==> config.mk <==
export PLATFORM = sky130hd
export DESIGN_NAME = regfile_param
export DESIGN_NICKNAME = d
export VERILOG_FILES = /design/src/rtl/regfile_pkg.sv /design/src/rtl/regfile_seq_ctrl.sv /design/src/rtl/regfile_param.sv
export SDC_FILE = /design/constraint.sdc
export NUM_CORES = 1
export LEC_CHECK = 0
export BUFFER_PORTS_ARGS = -buffer_cell sky130_fd_sc_hd__buf_2
export CORE_MARGIN = 2
export CORE_UTILIZATION = 40
export DETAILED_ROUTE_END_ITERATION = 7
export PLACE_DENSITY_LB_ADDON = 0.15
export SLEW_MARGIN = 20
export SYNTH_ARGS = -nofsm -noshare
export SYNTH_HDL_FRONTEND = slang
export SYNTH_SLANG_ARGS = --single-unit
==> constraint.sdc <==
create_clock -name Clk -period 3.7 [get_ports Clk]
set_clock_uncertainty 0.1 [all_clocks]
set_input_delay 1.11 -clock Clk [delete_from_list [all_inputs] [get_ports Clk]]
set_output_delay 1.11 -clock Clk [all_outputs]
set_load 0.005 [all_outputs]
==> src/rtl/regfile_pkg.sv <==
// rtl/regfile_pkg.sv - shared types for the LC-3 register file
package regfile_pkg;

    typedef enum logic [1:0] {
        RF_IDLE,
        RF_CLEAR,
        RF_DUMP
    } rf_state_t;

endpackage

==> src/rtl/regfile_seq_ctrl.sv <==
// rtl/regfile_seq_ctrl.sv - bulk-clear / register-dump sequencer and index counter
module regfile_seq_ctrl
    import regfile_pkg::*;
#(
    parameter int NUM_REGS = 8,
    localparam int ADDR_W = $clog2(NUM_REGS)
) (
    input  logic              Clk,
    input  logic              Reset,
    input  logic              CLR_REQ,
    input  logic              DUMP_REQ,
    input  logic              DUMP_READY,
    output rf_state_t         state,
    output logic [ADDR_W-1:0] idx,
    output logic              BUSY,
    output logic              DUMP_VALID,
    output logic              clr_we
);

    // Terminal index is the last real register, not the top of the index space.
    localparam logic [ADDR_W-1:0] LAST_IDX = ADDR_W'(NUM_REGS - 1);

    always_ff @(posedge Clk) begin
        if (Reset) begin
            state      <= RF_IDLE;
            idx        <= '0;
            BUSY       <= 1'b0;
            DUMP_VALID <= 1'b0;
        end else begin
            case (state)
                RF_IDLE: begin
                    idx <= '0;
                    if (CLR_REQ) begin
                        state <= RF_CLEAR;
                        BUSY  <= 1'b1;
                    end else if (DUMP_REQ) begin
                        state      <= RF_DUMP;
                        DUMP_VALID <= 1'b1;
                    end
                end
                RF_CLEAR: begin
                    if (idx == LAST_IDX) begin
                        state <= RF_IDLE;
                        idx   <= '0;
                        BUSY  <= 1'b0;
                    end else begin
                        idx <= idx + 1'b1;
                    end
                end
                RF_DUMP: begin
                    if (DUMP_READY) begin
                        if (idx == LAST_IDX) begin
                            state      <= RF_IDLE;
                            idx        <= '0;
                            DUMP_VALID <= 1'b0;
                        end else begin
                            idx <= idx + 1'b1;
                        end
                    end
                end
                default: begin
                    state      <= RF_IDLE;
                    idx        <= '0;
                    BUSY       <= 1'b0;
                    DUMP_VALID <= 1'b0;
                end
            endcase
        end
    end

    assign clr_we = (state == RF_CLEAR);

endmodule

==> src/rtl/regfile_param.sv <==
// rtl/regfile_param.sv - LC-3 register file with bypass, bulk clear and debug dump port
module regfile_param
    import regfile_pkg::*;
#(
    parameter int DATA_W   = 16,
    parameter int NUM_REGS = 8,
    parameter bit BYPASS   = 1'b1,
    localparam int ADDR_W  = $clog2(NUM_REGS)
) (
    input  logic              Clk,
    input  logic              Reset,
    input  logic              LD_REG,
    input  logic [ADDR_W-1:0] DR,
    input  logic [DATA_W-1:0] BUS,
    input  logic [ADDR_W-1:0] SR1,
    input  logic [ADDR_W-1:0] SR2,
    output logic [DATA_W-1:0] SR1OUT,
    output logic [DATA_W-1:0] SR2OUT,
    input  logic              CLR_REQ,
    input  logic              DUMP_REQ,
    output logic              BUSY,
    output logic              DUMP_VALID,
    input  logic              DUMP_READY,
    output logic [ADDR_W-1:0] DUMP_IDX,
    output logic [DATA_W-1:0] DUMP_DATA
);

    logic [DATA_W-1:0] regs [NUM_REGS];
    rf_state_t         state;
    logic [ADDR_W-1:0] idx;
    logic              clr_we;
    logic              dr_valid;
    logic              bypass_en;
    logic [DATA_W-1:0] arr1, arr2, arr_dump;

    regfile_seq_ctrl #(.NUM_REGS(NUM_REGS)) u_ctrl (
        .Clk        (Clk),
        .Reset      (Reset),
        .CLR_REQ    (CLR_REQ),
        .DUMP_REQ   (DUMP_REQ),
        .DUMP_READY (DUMP_READY),
        .state      (state),
        .idx        (idx),
        .BUSY       (BUSY),
        .DUMP_VALID (DUMP_VALID),
        .clr_we     (clr_we)
    );

    assign dr_valid = (int'(DR) < NUM_REGS);

    // The clear engine owns the write port for its whole run; bus writes are dropped.
    always_ff @(posedge Clk) begin
        if (Reset) begin
            for (int i = 0; i < NUM_REGS; i++) regs[i] <= '0;
        end else begin
            for (int i = 0; i < NUM_REGS; i++) begin
                if (clr_we) begin
                    if (idx == ADDR_W'(i)) regs[i] <= '0;
                end else if (LD_REG && DR == ADDR_W'(i)) begin
                    regs[i] <= BUS;
                end
            end
        end
    end

    // Decoded muxes so indices beyond NUM_REGS read as zero.
    always_comb begin
        arr1     = '0;
        arr2     = '0;
        arr_dump = '0;
        for (int i = 0; i < NUM_REGS; i++) begin
            if (SR1 == ADDR_W'(i)) arr1 = regs[i];
            if (SR2 == ADDR_W'(i)) arr2 = regs[i];
            if (idx == ADDR_W'(i)) arr_dump = regs[i];
        end
    end

    assign bypass_en = BYPASS && (state != RF_CLEAR) && LD_REG && dr_valid;
    assign SR1OUT    = (bypass_en && DR == SR1) ? BUS : arr1;
    assign SR2OUT    = (bypass_en && DR == SR2) ? BUS : arr2;
    assign DUMP_IDX  = idx;
    assign DUMP_DATA = arr_dump;

endmodule
==> impl_metrics.tcl <==
set metrics [dict create \
    outcome "complete, but fails checks" \
    violations "setup timing" \
    synth.avg_cell_area_sq_um 9.77 \
    cp_slowest_cell "a311oi_1" \
    syn-instance-count 923 \
    ys.warnings.count 0 \
    clk_latency_ns 0.44 \
    critPathRequiredTime_ns 2.49 \
    num_io_pins 84 \
    regArea_sq_um 3990 \
    coreArea_sq_um 22000 \
    grtUsageTotal 0.285 \
    synth_area_leaders "edfxtp_1 43%, and2_1 9.2%, o21ai_0 3.8%" \
    grt_pass1_vias 7501 \
    wl_microns 34800 \
    netlist_area_sq_um 9010 \
    tightest_slew_ns 0.692 \
    hold_path_class "flop to flop" \
    ys_ff_latch 135 \
    timing.hold.ws_ns 0.435 \
    grt_setup_unrepaired "yes" \
    cts.sinks 135 \
    finalInstanceArea_sq_um 11600 \
    htreeDepth 4 \
    grt_remaining_overflow 0 \
    root_buffer "clkbuf_16" \
    ant_nets 0 \
    placed_cell_area_sq_um 10300 \
    wl_per_cell_microns 25.6 \
    startpoint_type "input pin" \
    vias_per_cell 6.11 \
    synth_edf_count 128 \
    period_minus_slack_ns 3.83 \
    layout.nets 1105 \
    yosysTopAreaCell "edfxtp_1" \
    synthArstFlopShare 0 \
    cp.arrival_ns 2.62 \
    setup_slack_ns -0.134 \
    drc_errors 0 \
    power_leakage_nw 4.52 \
    hold_violations 0 \
    initial_utilization 0.410 \
    drive_gt1_frac 0.315 \
    grt_max_degree 25 \
    port_buffers 83 \
    die_w_microns 154 \
    syn_to_final_growth_pct 28.9 \
    gp_congestion 1.00 \
    worst-setup-path-type "input pin to output port" \
    nFillCells 1928 \
    die_h_microns 154 \
    final.setup.tns_ns -0.605 \
    synth_flop_cell "edfxtp_1" \
    synthDistinctLibCells 65 \
    path_cells "buf_12 > buf_12 > buf_12 > mux2_2 > a22oi_1 > o211ai_1 > o211ai_1 > a311oi_1 > buf_2" \
    grt_pass1_wl_microns 50400 \
    dpl_worst_slack_ns -0.275 \
    tritoncts "built" \
    powerDensity_nw_per_um2 464 \
    syn_nets 963 \
    cp_max_fo 6 \
    fin_crit_sh 1.04 \
    clockBufferDepth 2 \
    power_mw 5.39 \
    die-area_sq_um 23800 \
    ys_seq_area_frac 0.442 \
    num_rows 54 \
    cts_buffers 17 \
    clkSlewWorstSetupHoldPaths_ns 0.07 \
    maxSlewViolCount 0 \
    vdd_drop_max_mv 0.219 \
    max_slew_margin 0.539 \
    setup_viol 11 \
    antenna_found_initial 1 \
    drv_cap 0 \
    yosys.cell_count.top_type "and2_1" \
    synth_top_area_frac 0.426 \
    dr.pass1.iters 5 \
    multi_input_area_sq_um 4990 \
    num_vias 8309 \
    cp_common_cell "buf_12" \
    synthTopCellsByCount "132 x and2_1, 128 x edfxtp_1, 68 x nand2_1, 68 x o21ai_0, 62 x nor2_1" \
    end_kind "output port" \
    fmax_mhz 261 \
    max_stage_delay_ns 0.29 \
    drtIter0Drc 900 \
    post-dp-hpwl_microns 26300 \
]
## flip-flops by register name, summed over array words and instances, names as in the netlist
register and cells:
u_ctrl.state 2, u_ctrl.idx 3, regs 128, u_ctrl.BUSY 1, u_ctrl.DUMP_VALID 1
## power by group
group / internal, mW / leakage [nW] / switching (mW)
registers: 1.82 / 1.39 / 0.178
clock network: 0.903 / 0.284 / 0.838
logic: 0.736 / 2.85 / 0.914
total: 3.46 / 4.52 / 1.93
## stage by stage
step,instances,util
3_5_place_dp,1312,0.467
6_report,1359,0.529
4_1_cts,1350,0.509
2_1_floorplan,923,-
5_1_grt,1358,0.529
3_3_place_gp,1312,0.467
## kinds of logic after synthesis
group | count (synthesis) | synth area share
muxes | 43 | 0.0544
AOI/OAI and AO/OA | 319 | 0.244
and+or+nand+nor | 318 | 0.188
buffers and inverters | 92 | 0.0522
xor gates and xnor gates | 7 | 0.00680
adders and majority gates | 9 | 0.0125
DFF | 135 | 0.442
## worst max-delay path: cells and delay by family
family                 cells  cell delay (ns)
multiplexers               1             0.22
AO/OA/AOI/OAI              4             0.73
buffers and inverters      4             0.55
## area by class of cell
class / instances / share of cell area
clock inverters: 15 / 0.0132
clock buffers: 17 / 0.0366
repair buffers: 204 / 0.144
inverters: 11 / 0.00355
well taps: 280 / 0.0302
diodes: 1 / 0.000215
flip-flops and latches: 135 / 0.343
multi-input cells: 696 / 0.429
## layer usage
layer  routed length [microns]  GRT usage  share of wire  up-vias
li1                          -          -              -     3788
met3                      3630     0.0648           0.10       41
met1                     16200      0.452           0.47     4018
met4                       570     0.0681          0.016        0
met2                     14400      0.388           0.41      462
met5                         0          0              0        -
## layout by cell type (no fill, tap or decap), types with 12 or more instances in the layout
| cell type | instances |
|---|---|
| o21ai_0 | 54 |
| o21ai_1 | 12 |
| buf_12 | 12 |
| a221o_1 | 15 |
| a22oi_1 | 35 |
| a21oi_1 | 42 |
| mux2_2 | 12 |
| and2_1 | 130 |
| buf_2 | 76 |
| buf_4 | 90 |
| nor3_1 | 14 |
| o22ai_1 | 32 |
| nor2_1 | 61 |
| buf_6 | 16 |
| clkbuf_16 | 20 |
| o211ai_1 | 24 |
| edfxtp_1 | 128 |
| nand2_1 | 65 |
| mux2i_1 | 20 |
## worst paths after layout
check	start	end	slack, ns	depth (start not counted)
max	SR2[1]	SR2OUT[13]	-0.13	9
min	u_ctrl.state[0]	u_ctrl.state[0]	0.43	2
max reg2reg	u_ctrl.state[1]	regs[1][21]	1.39	8
min reg2reg	u_ctrl.state[0]	u_ctrl.state[0]	0.43	2
## what timing repair did
item                       4_1_cts  5_1_grt
pin swaps                       25       29
setup endpoints to repair       48       41
gates resized for setup         68       78
buffers inserted                 5        5
hold buffers                     0        0
gates cloned                     1        3
(Power assumes the default switching activity.)
